[config.mk]
export PLATFORM = sky130hd
export DESIGN_NAME = ps2_host_controller
export DESIGN_NICKNAME = d
export VERILOG_FILES = /design/src/rtl/ps2_host_controller.sv
export SDC_FILE = /design/constraint.sdc
export NUM_CORES = 1
export LEC_CHECK = 0
export CAP_MARGIN = 10
export CORE_MARGIN = 4
export CORE_UTILIZATION = 42
export CTS_CLUSTER_SIZE = 12
export DETAILED_ROUTE_END_ITERATION = 16
export PLACE_DENSITY = 0.7
export SLEW_MARGIN = 0
export SYNTH_ARGS = -nofsm -noshare
export SYNTH_HDL_FRONTEND = slang
export SYNTH_SLANG_ARGS = --single-unit
export TNS_END_PERCENT = 1
[constraint.sdc]
create_clock -name CLK -period 2.4 [get_ports CLK]
set_clock_uncertainty 0.1 [all_clocks]
set_input_delay 0.24 -clock CLK [delete_from_list [all_inputs] [get_ports CLK]]
set_output_delay 0.24 -clock CLK [all_outputs]
set_load 0.05 [all_outputs]
[src/rtl/ps2_host_controller.sv]
// rtl/ps2_host_controller.sv - PS/2 host port: filtered line sampling, device frame receive, host command send with retries
`timescale 1ns/1ps
module ps2_host_controller #(
  parameter int FILTER_LEN     = 4,
  parameter int INHIBIT_CYCLES = 5000,
  parameter int TIMEOUT_CYCLES = 100000,
  parameter int MAX_TRIES      = 3
) (
  input  logic       CLK,
  input  logic       RST_N,
  input  logic       PS2_CLK_IN,
  input  logic       PS2_DATA_IN,
  output logic       PS2_CLK_OE,
  output logic       PS2_DATA_OE,
  output logic [7:0] RX_DATA,
  output logic       RX_VALID,
  output logic       RX_ERR,
  input  logic [7:0] TX_DATA,
  input  logic       TX_REQ,
  output logic       TX_BUSY,
  output logic       TX_DONE,
  output logic       TX_ERR
);

  localparam int FW = $clog2(FILTER_LEN + 1);
  localparam int IW = $clog2(INHIBIT_CYCLES + 1);
  localparam int TW = $clog2(TIMEOUT_CYCLES + 1);
  localparam int RW = $clog2(MAX_TRIES + 1);

  typedef enum logic [2:0] {IDLE, RX, TX_INH, TX_RTS, TX_SHIFT, TX_ACK} state_t;

  state_t        state_q, state_d;
  logic          clk_s1_q, clk_s1_d, clk_s2_q, clk_s2_d;
  logic          dat_s1_q, dat_s1_d, dat_s2_q, dat_s2_d;
  logic          clk_filt_q, clk_filt_d;
  logic [FW-1:0] filt_cnt_q, filt_cnt_d;
  logic          fall_q, fall_d;
  logic [3:0]    bit_cnt_q, bit_cnt_d;
  logic [7:0]    shift_q, shift_d;
  logic          par_q, par_d;
  logic [7:0]    tx_byte_q, tx_byte_d;
  logic [RW-1:0] tries_q, tries_d;
  logic [IW-1:0] inh_cnt_q, inh_cnt_d;
  logic [TW-1:0] to_cnt_q, to_cnt_d;
  logic          clk_oe_q, clk_oe_d, data_oe_q, data_oe_d;
  logic [7:0]    rx_data_q, rx_data_d;
  logic          rx_valid_q, rx_valid_d, rx_err_q, rx_err_d;
  logic          busy_q, busy_d, done_q, done_d, err_q, err_d;
  logic          timed_out, fail;

  always_ff @(posedge CLK or negedge RST_N) begin
    if (!RST_N) begin
      state_q    <= IDLE;
      clk_s1_q   <= 1'b1;
      clk_s2_q   <= 1'b1;
      dat_s1_q   <= 1'b1;
      dat_s2_q   <= 1'b1;
      clk_filt_q <= 1'b1;
      filt_cnt_q <= '0;
      fall_q     <= 1'b0;
      bit_cnt_q  <= '0;
      shift_q    <= '0;
      par_q      <= 1'b0;
      tx_byte_q  <= '0;
      tries_q    <= '0;
      inh_cnt_q  <= '0;
      to_cnt_q   <= '0;
      clk_oe_q   <= 1'b0;
      data_oe_q  <= 1'b0;
      rx_data_q  <= '0;
      rx_valid_q <= 1'b0;
      rx_err_q   <= 1'b0;
      busy_q     <= 1'b0;
      done_q     <= 1'b0;
      err_q      <= 1'b0;
    end else begin
      state_q    <= state_d;
      clk_s1_q   <= clk_s1_d;
      clk_s2_q   <= clk_s2_d;
      dat_s1_q   <= dat_s1_d;
      dat_s2_q   <= dat_s2_d;
      clk_filt_q <= clk_filt_d;
      filt_cnt_q <= filt_cnt_d;
      fall_q     <= fall_d;
      bit_cnt_q  <= bit_cnt_d;
      shift_q    <= shift_d;
      par_q      <= par_d;
      tx_byte_q  <= tx_byte_d;
      tries_q    <= tries_d;
      inh_cnt_q  <= inh_cnt_d;
      to_cnt_q   <= to_cnt_d;
      clk_oe_q   <= clk_oe_d;
      data_oe_q  <= data_oe_d;
      rx_data_q  <= rx_data_d;
      rx_valid_q <= rx_valid_d;
      rx_err_q   <= rx_err_d;
      busy_q     <= busy_d;
      done_q     <= done_d;
      err_q      <= err_d;
    end
  end

  always_comb begin
    state_d    = state_q;
    clk_s1_d   = PS2_CLK_IN;
    clk_s2_d   = clk_s1_q;
    dat_s1_d   = PS2_DATA_IN;
    dat_s2_d   = dat_s1_q;
    clk_filt_d = clk_filt_q;
    filt_cnt_d = '0;
    bit_cnt_d  = bit_cnt_q;
    shift_d    = shift_q;
    par_d      = par_q;
    tx_byte_d  = tx_byte_q;
    tries_d    = tries_q;
    inh_cnt_d  = inh_cnt_q;
    to_cnt_d   = to_cnt_q;
    clk_oe_d   = clk_oe_q;
    data_oe_d  = data_oe_q;
    rx_data_d  = rx_data_q;
    rx_valid_d = 1'b0;
    rx_err_d   = 1'b0;
    busy_d     = busy_q;
    done_d     = 1'b0;
    err_d      = 1'b0;
    timed_out  = 1'b0;
    fail       = 1'b0;

    // Filtered clock flips only after FILTER_LEN consecutive differing samples
    if (clk_s2_q != clk_filt_q) begin
      if (filt_cnt_q == FW'(FILTER_LEN - 1)) begin
        clk_filt_d = clk_s2_q;
      end else begin
        filt_cnt_d = filt_cnt_q + FW'(1);
      end
    end
    fall_d = clk_filt_q & ~clk_filt_d;

    if (state_q == IDLE || state_q == TX_INH || fall_q) begin
      to_cnt_d = '0;
    end else if (to_cnt_q == TW'(TIMEOUT_CYCLES - 1)) begin
      timed_out = 1'b1;
      to_cnt_d  = '0;
    end else begin
      to_cnt_d = to_cnt_q + TW'(1);
    end

    case (state_q)
      IDLE: begin
        if (fall_q && !dat_s2_q) begin
          state_d   = RX;
          bit_cnt_d = 4'd1;
        end else if (TX_REQ) begin
          state_d   = TX_INH;
          tx_byte_d = TX_DATA;
          tries_d   = RW'(1);
          busy_d    = 1'b1;
          inh_cnt_d = '0;
          clk_oe_d  = 1'b1;
        end
      end
      RX: begin
        if (timed_out) begin
          rx_err_d = 1'b1;
          state_d  = IDLE;
        end else if (fall_q) begin
          bit_cnt_d = bit_cnt_q + 4'd1;
          if (bit_cnt_q < 4'd9) begin
            shift_d = {dat_s2_q, shift_q[7:1]};
          end else if (bit_cnt_q == 4'd9) begin
            par_d = dat_s2_q;
          end else begin
            if (^{shift_q, par_q} && dat_s2_q) begin
              rx_data_d  = shift_q;
              rx_valid_d = 1'b1;
            end else begin
              rx_err_d = 1'b1;
            end
            state_d = IDLE;
          end
        end
      end
      TX_INH: begin
        if (inh_cnt_q == IW'(INHIBIT_CYCLES - 1)) begin
          clk_oe_d  = 1'b0;
          data_oe_d = 1'b1;
          state_d   = TX_RTS;
        end else begin
          inh_cnt_d = inh_cnt_q + IW'(1);
        end
      end
      TX_RTS: begin
        if (timed_out) begin
          fail = 1'b1;
        end else if (fall_q) begin
          data_oe_d = ~tx_byte_q[0];
          bit_cnt_d = 4'd1;
          state_d   = TX_SHIFT;
        end
      end
      TX_SHIFT: begin
        if (timed_out) begin
          fail = 1'b1;
        end else if (fall_q) begin
          bit_cnt_d = bit_cnt_q + 4'd1;
          if (bit_cnt_q < 4'd8) begin
            data_oe_d = ~tx_byte_q[bit_cnt_q[2:0]];
          end else if (bit_cnt_q == 4'd8) begin
            // odd parity bit is ~^byte; pulling low means the bit is 0
            data_oe_d = ^tx_byte_q;
          end else begin
            data_oe_d = 1'b0;
            state_d   = TX_ACK;
          end
        end
      end
      TX_ACK: begin
        if (timed_out) begin
          fail = 1'b1;
        end else if (fall_q) begin
          if (!dat_s2_q) begin
            done_d  = 1'b1;
            busy_d  = 1'b0;
            state_d = IDLE;
          end else begin
            fail = 1'b1;
          end
        end
      end
      default: state_d = IDLE;
    endcase

    if (fail) begin
      data_oe_d = 1'b0;
      clk_oe_d  = 1'b0;
      if (tries_q < RW'(MAX_TRIES)) begin
        tries_d   = tries_q + RW'(1);
        inh_cnt_d = '0;
        clk_oe_d  = 1'b1;
        state_d   = TX_INH;
      end else begin
        err_d   = 1'b1;
        busy_d  = 1'b0;
        state_d = IDLE;
      end
    end
  end

  assign PS2_CLK_OE  = clk_oe_q;
  assign PS2_DATA_OE = data_oe_q;
  assign RX_DATA     = rx_data_q;
  assign RX_VALID    = rx_valid_q;
  assign RX_ERR      = rx_err_q;
  assign TX_BUSY     = busy_q;
  assign TX_DONE     = done_q;
  assign TX_ERR      = err_q;

endmodule

==> results list, run 1 <==
- The flow ran to the end, and the final reports show no timing, DRC or antenna violations.
- IR analysis of the VDD net gives a maximum drop of 0.447 mV.
* Count of port buffers added during placement: 27
- Max-cap violations in this run came to 0.
* Pin count of the biggest net entering global routing: 44
- Counting flops with an async set or reset pin after synthesis yields a share of 100%.
- Adding up every negative setup slack in the final design gives 0 ns.
* Family with the most delay on the worst path: simple AND/OR/NAND/NOR gates
* Area overhead of the layout relative to synthesis: 19.7%
* Final HPWL DP: 5760 um
- Number of library cell types mapped by synthesis: 51
* Fraction of final layout cells with drive strength greater than 1: 18.4%
- Power spread over the standard cell area amounts to 757 nW/um2.
- Leaving out filler cells and counting taps, the final layout contains 569.
* Ys Warns: 0
- Destination of the worst register-to-register timing path: state_q[2]
- Via count of the first global-routing pass: 3,066
* Num rows: 35
* Final routed wirelength across all metal layers: 8090 um
- In this run the worst hold path is classified as input port to flop.
* Placeable core region: 9280 um2
* Violation count after the first detailed-routing iteration: 263
- Clock latency reported for the late side of the worst-skew pair: 0.35 ns
* Number of enable flip-flop cells after synthesis: 0
* Vias: 3,060
- Actual transition at the worst max-transition pin: 0.594 ns
* Critical Path Max Stage Delay: 0.53 ns
- In the synthesized netlist the dominant register cell turns out to be dfrtp_1.
- In this run the most critical hold path is launched from PS2_CLK_IN.
* Worst setup SP type: flop
- The number of buffers and inverters on the critical path is 0.
* Lkg Pwr: 2.13 nW
- Setup violations remaining at the end of the flow were counted as 0.
* Start point of the critical path: inh_cnt_q[4]
- For the worst flop-to-flop path, the logic depth is 6.
- The tree is rooted in a clkbuf_8.
- Number of clock buffers inserted by TritonCTS: 9
* Max-Slew Margin vs Limit: 60.1%
- Die width: 106 um
- Worst path cell trace: or4_1, or4_4, nand2_1, nand3_2, and3_1, o31a_1
* Crit share post-route: 97.6%
- Wire length of the first global-routing pass: 14,200 um
* Hold-critical path endpoint: clk_s1_q
* Max clock buf depth: 2
- Cells fill 51.9% of the core in the end.
- 28 I/O pins were placed.
- Dividing the detail-routed wire length by the instance count gives 14.2 um.
- After synthesis the netlist holds a flip-flop and latch count of 80.
* Hold path depth: 1
- Hold violation count in the final report: 0
- Clock-pin slew was measured on the worst setup and hold paths at 0.09 ns.
- In this run the worst path has a maximum fanout of 4.
- Max-slew violation count: 0
- Clock net sink count: 80
* Clock tree from TritonCTS: yes
- Achievable frequency: 427 MHz
- The number of nets in the synthesized netlist is 411.
- Average size of a mapped cell: 10.3 um2
- Cell with the largest stage delay on the worst path: or4_4
* Initial standard-cell utilization of the core: 43.4%
- The worst path in the final design needs a cycle of 2.34 ns, including I/O delays and setup.
- Synth Instances: 391
- Tightest hold margin: 0.196 ns
- Across all register-to-register paths, the minimum setup slack is 0.06 ns.
- Number of search-and-repair iterations in the first detailed-routing pass: 5
- Once routing completed, OpenROAD measured the worst setup slack at 0.0578 ns.
- RD Place Congestion: 0.891
* Required time worst endpoint: 2.54 ns
- Crit. End Element: flop
- Worst slack at placement: 0.0795 ns
- After global routing the overflow that remains totals 0.
- Inst Count DP: 552
- Global routing consumed, over all layers together, 15.4% of the routing resources.
- CTS H-tree lvls: 3
* Remaining DRCs: 0
- Commonest cells after routing, fill and taps aside: dfrtp_1 (75), nor2_1 (47), mux2_2 (27)
* WP data arrival: 2.48 ns
* Full die area: 11,200 um2
- The count of nets left with antenna violations once routing finished came out at 0.
- FF-to-FF Start: inh_cnt_q[4]
* # diodes: 0
- Worst setup path class: flop to flop
- Most common library cell in the layout ignoring fill and taps: dfrtp_1
- Routed vias/inst: 5.38
- The net count of the finished layout is 455.
- From bottom edge to top edge, the die measures 106 um.
- Share of the yosys chip area belonging to registers: 49.9%
- Area of the mapped netlist: 4030 um2
- The initial antenna violation count is 0.
## logic make-up after synthesis
group | share of synthesized area [%]
simple gates | 18.7
buf+inv | 2.52
mux | 9.05
fa+ha+maj | 2.18
xor+xnor | 6.75
flops | 49.9
compound gates | 10.9
## routing by layer
layer	track usage (%)	up-vias	part of all wire, %
li1	-	1479	-
met1	20.7	1466	44
met2	24.4	106	48
met3	3.40	9	5.7
met4	5.83	0	1.6
met5	0	-	0
## worst max-delay path by stage
stage | endpoint | slack, ns | depth (start not counted)
final | state_q[2] | 0.06 | 6
after CTS | PS2_CLK_OE | 0.06 | 5
after detailed placement | PS2_CLK_OE | 0.08 | 5
after global placement | state_q[2] | 0.12 | 6
after floorplan | state_q[2] | 0.11 | 7
after global routing | state_q[2] | -0.004 | 6
## synthesized netlist by cell type (2+ instances only)
library cell / n / area (um2)
xor2_1: 12 / 105
o31a_1: 2 / 17.5
buf_2: 3 / 15.0
a21oi_1: 14 / 70.1
nand2_1: 25 / 93.8
xnor2_1: 19 / 166
nor2_1: 47 / 176
a211oi_1: 2 / 15.0
nor3_1: 11 / 55.1
nor4_1: 4 / 25.0
a221oi_1: 2 / 17.5
dfstp_2: 5 / 131
ha_1: 7 / 87.6
a31oi_1: 3 / 18.8
nor2b_1: 4 / 25.0
mux4_2: 2 / 45.0
or4_1: 3 / 22.5
clkbuf_1: 12 / 45.0
dfrtp_1: 75 / 1880
nand3_1: 16 / 80.1
nand4_1: 7 / 43.8
mux2_2: 27 / 304
or2_2: 2 / 12.5
and3_1: 8 / 50.1
inv_1: 11 / 41.3
nand3b_1: 2 / 15.0
a21o_1: 3 / 22.5
nor4bb_1: 2 / 20.0
nand2b_1: 11 / 68.8
a22oi_1: 5 / 37.5
o21ai_0: 17 / 85.1
o31ai_1: 3 / 22.5
o21ai_1: 2 / 10.0
nor3b_1: 2 / 15.0
a311oi_1: 5 / 43.8
## through the flow
stage	cell area [um2]	total power [mW]
3_3_place_gp	4570	2.52
5_1_grt	4820	3.87
3_5_place_dp	4570	2.56
2_1_floorplan	4030	2.32
6_report	4820	3.65
4_1_cts	4810	3.68
## timing repair
item	4_1_cts	5_1_grt
endpoints found under the setup margin	0	3
buffers inserted	0	0
resized for setup	0	2
hold endpoints to repair	42	0
hold buffers	1	0
## power breakdown
group          total [mW]  internal (mW)  switching [mW]
Clock                1.11          0.596           0.518
Combinational       0.763          0.381           0.382
Sequential           1.77           1.56           0.210
Total                3.65           2.54            1.11
## cell type report
type,instances,area [um2]
clock inverter,7,103
inverter,11,41.3
sequential,80,2010
timing repair buffer,48,453
tap,129,161
clock buffer,9,124
multi-input combinational,285,1930
fill,856,4470
## registers in the layout, summed over array words and instances (netlist names), 2 cells and up
signal      count
to_cnt_q       17
RX_DATA         8
tx_byte_q       8
inh_cnt_q      13
shift_q         8
bit_cnt_q       4
filt_cnt_q      3
state_q         3
tries_q         2
Power figures use the tool's default switching activity.
==> inputs of run 2 (changes only) <==
--- a/config.mk
+++ b/config.mk
@@ -10,6 +10,7 @@
 export CORE_UTILIZATION = 42
 export CTS_CLUSTER_SIZE = 12
 export DETAILED_ROUTE_END_ITERATION = 16
+export GPL_TIMING_DRIVEN = 0
 export PLACE_DENSITY = 0.7
 export SLEW_MARGIN = 0
 export SYNTH_ARGS = -nofsm -noshare
==> run 2 against run 1 <==
Compared with the run above:
- the run now ends with negative setup slack left
- global-route usage is 0.13 points lower
- via count is 1.5% higher
- register-to-register slack worse by 0.09 ns
- non-clock buffer count is 2 higher
- sequential cell count stayed put
- final cell count is 0.35% higher
- worst setup slack worse by 0.086 ns
- clock power is 11% lower
- power is 3.4% lower
==> results list, run 2 (synthesis gave the netlist of run 1 again) <==
- The routed design could run at a clock period as short as 2.43 ns.
- Pin count of the biggest net entering global routing: 46
- Clock latency reported for the late side of the worst-skew pair: 0.35 ns
* Crit. End Element: flop
- The number of pins with negative max-slew slack in the final report came to 0.
- Remaining Overflow, GRT: 0
* Required time worst endpoint: 2.54 ns
- Setup TNS Final: -0.0280 ns
* P per Cell Area: 732 nW/um2
- Total power draw: 3.52 mW
- Worst Min Path Start: PS2_DATA_IN
- VDD sags by at most 0.493 mV.
- Inst Count DP: 548
- Setup violations remaining at the end of the flow were counted as 1.
- Number of clock buffers inserted by TritonCTS: 9
* Placeable core region: 9280 um2
* Flip-flop count of the largest register, all copies and words added: 17
- The die is 106 um tall.
* Commonest cells after routing, fill and taps aside: dfrtp_1 (74), nor2_1 (45), mux2_2 (27)
- After the flow finishes, the layout carries non-filler instances totaling 571.
* Layout Nets: 457
* # diodes: 0
* Destination of the worst register-to-register timing path: state_q[2]
- Clock-pin slew reported for the worst setup and hold paths after clock tree synthesis: 0.08 ns
* Tightest hold margin: 0.201 ns
- Remaining DRCs: 0
- The tightest min-delay check is of the input port to flop type.
- The number of hold violations in the final report is 0.
- RD Place Congestion: 0.862
* Critical Path Max Stage Delay: 0.52 ns
* Clock root cell: clkbuf_8
* Crit path top cell by count: or4_4
* Detail Route met2 WL: 4010 um
- Fraction of final layout cells with drive strength greater than 1: 18.8%
- In the final routing, the length of wire on met1 measures 3790 um.
- Critical Path End: state_q[2]
- The slowest stage of the critical path belongs to the cell or4_4.
- Achievable frequency: 412 MHz
* Largest registers in the final layout: to_cnt_q (17), inh_cnt_q (13)
* CTS H-tree lvls: 3
* Max-Cap Viols: 0
- Count of port buffers added during placement: 27
* Violated checks: negative setup slack
* Placed standard-cell area: 4470 um2
* Total routing resource utilization after global routing: 15.2%
- Clock tree from TritonCTS: yes
- Num rows: 35
- Pin placement for this block handled 28 I/O pins.
* Final HPWL DP: 5550 um
- Most flops, register: to_cnt_q
- Worst setup SP type: flop
- Worst setup path class: flop to flop
* WL met3: 287 um
* Clock net sink count: 80
* Violation count after the first detailed-routing iteration: 165
- The filler cells instantiated in the layout total 869.
- The floorplan step defined a die boundary enclosing 11,200 um2.
- The first detailed-routing pass took 4 iterations.
* Result of the run: finished, violations left
- Actual transition at the worst max-transition pin: 0.611 ns
* Routed vias/inst: 5.44
* Most common library cell in the layout ignoring fill and taps: dfrtp_1
- CP max FO: 8
- Via count of the first global-routing pass: 3,014
- The routed design has 8180 um of wire.
* Max clock buf depth: 2
* Slack of the critical path: -0.0280 ns
- Slack of the worst reg-to-reg path: -0.03 ns
- Number of cells traversed by the worst register-to-register path: 7
- The signal on the critical path passes through or4_4, or4_4, buf_6, nand2_2, nand3_2, and3_1, o31a_1.
- Highest metal used: met4
* FF-to-FF Start: inh_cnt_q[4]
* Area overhead of the layout relative to synthesis: 19.6%
* Start point of the critical path: inh_cnt_q[4]
* Die width: 106 um
* Max-Slew Margin vs Limit: 58.9%
- Unrepaired setup endpoints after global routing: true
- Counting instances, the worst hold path has a depth of 1.
- Routed wire length per instance: 14.3 um
* Number of antenna violations at the first check in global routing: 0
* Count of antenna-violating nets left after detailed routing: 0
- The worst path uses 101% of the clock period.
* Wire length of the first global-routing pass: 14,100 um
- The analysis attributes to cell leakage a power of 2.09 nW.
- WP data arrival: 2.56 ns
- Once layout is done, the placed cells without fillers occupy 4820 um2.
- The final route contains 3,106 vias.
* Initial standard-cell utilization of the core: 43.4%
-- run 2: cell count changes in the layout (fill, tap and decap cells not counted), moves of 2 or more --
cell / delta
buf_4: -11
buf_6: +2
clkbuf_1: +13
clkinv_4: -2
inv_6: -2
nor2_1: -2
nor2_4: +2
-- run 2: per-stage QoR --
| step | setup WS (ns) | utilization [%] |
|---|---|---|
| 4_1_cts | -0.113 | 50.9 |
| 5_1_grt | -0.0814 | 51.9 |
| 2_1_floorplan | 0.108 | - |
| 3_5_place_dp | -0.367 | 48.2 |
| 6_report | -0.0280 | 51.9 |
| 3_3_place_gp | -1.79 | 48.0 |
-- run 2: area by class of cell --
cell class / count / area [um2] / area share [%]
clock inverter: 3 / 42.5 / 0.883
clock buffer: 13 / 149 / 3.09
multi-input combinational: 285 / 1990 / 41.3
sequential: 80 / 2010 / 41.7
inverter: 11 / 41.3 / 0.857
buffer: 14 / 72.6 / 1.51
timing repair buffer: 36 / 350 / 7.27
tap: 129 / 161 / 3.35
-- run 2: worst max-delay path: cells and delay by family (launching register included) --
kind            cells  cell delay, ns
compound gates      1            0.24
buf+inv             1            0.15
flops               1            0.44
simple gates        5            1.39
-- run 2: timing repair --
action	4_1_cts	5_1_grt
pin swaps	2	1
hold buffers	1	0
endpoints found under the hold margin	35	0
gates resized for setup	11	14
buffers inserted	1	6
setup endpoints to repair	31	51
gates cloned	0	0
-- run 2: power by group --
| group | switching [mW] | internal (mW) | leakage [nW] |
|---|---|---|---|
| Clock | 0.478 | 0.510 | 0.0936 |
| Sequential | 0.236 | 1.56 | 1.03 |
| Combinational | 0.365 | 0.377 | 0.967 |
-- run 2: per-layer routing --
metal / up-vias / GRT usage [%]
li1: 1488 / -
met1: 1554 / 20.5
met2: 55 / 24.9
met3: 9 / 3.34
met4: 0 / 4.26
met5: - / 0
-- run 2: how the worst min path moves through the flow --
stage,to,slack [ns]
after global placement,dat_s2_q,0.25
after CTS,dat_s1_q,0.19
after detailed placement,tx_byte_q[2],0.14
after floorplan,PS2_CLK_OE,-0.16
final,dat_s1_q,0.20
after global routing,dat_s1_q,0.18
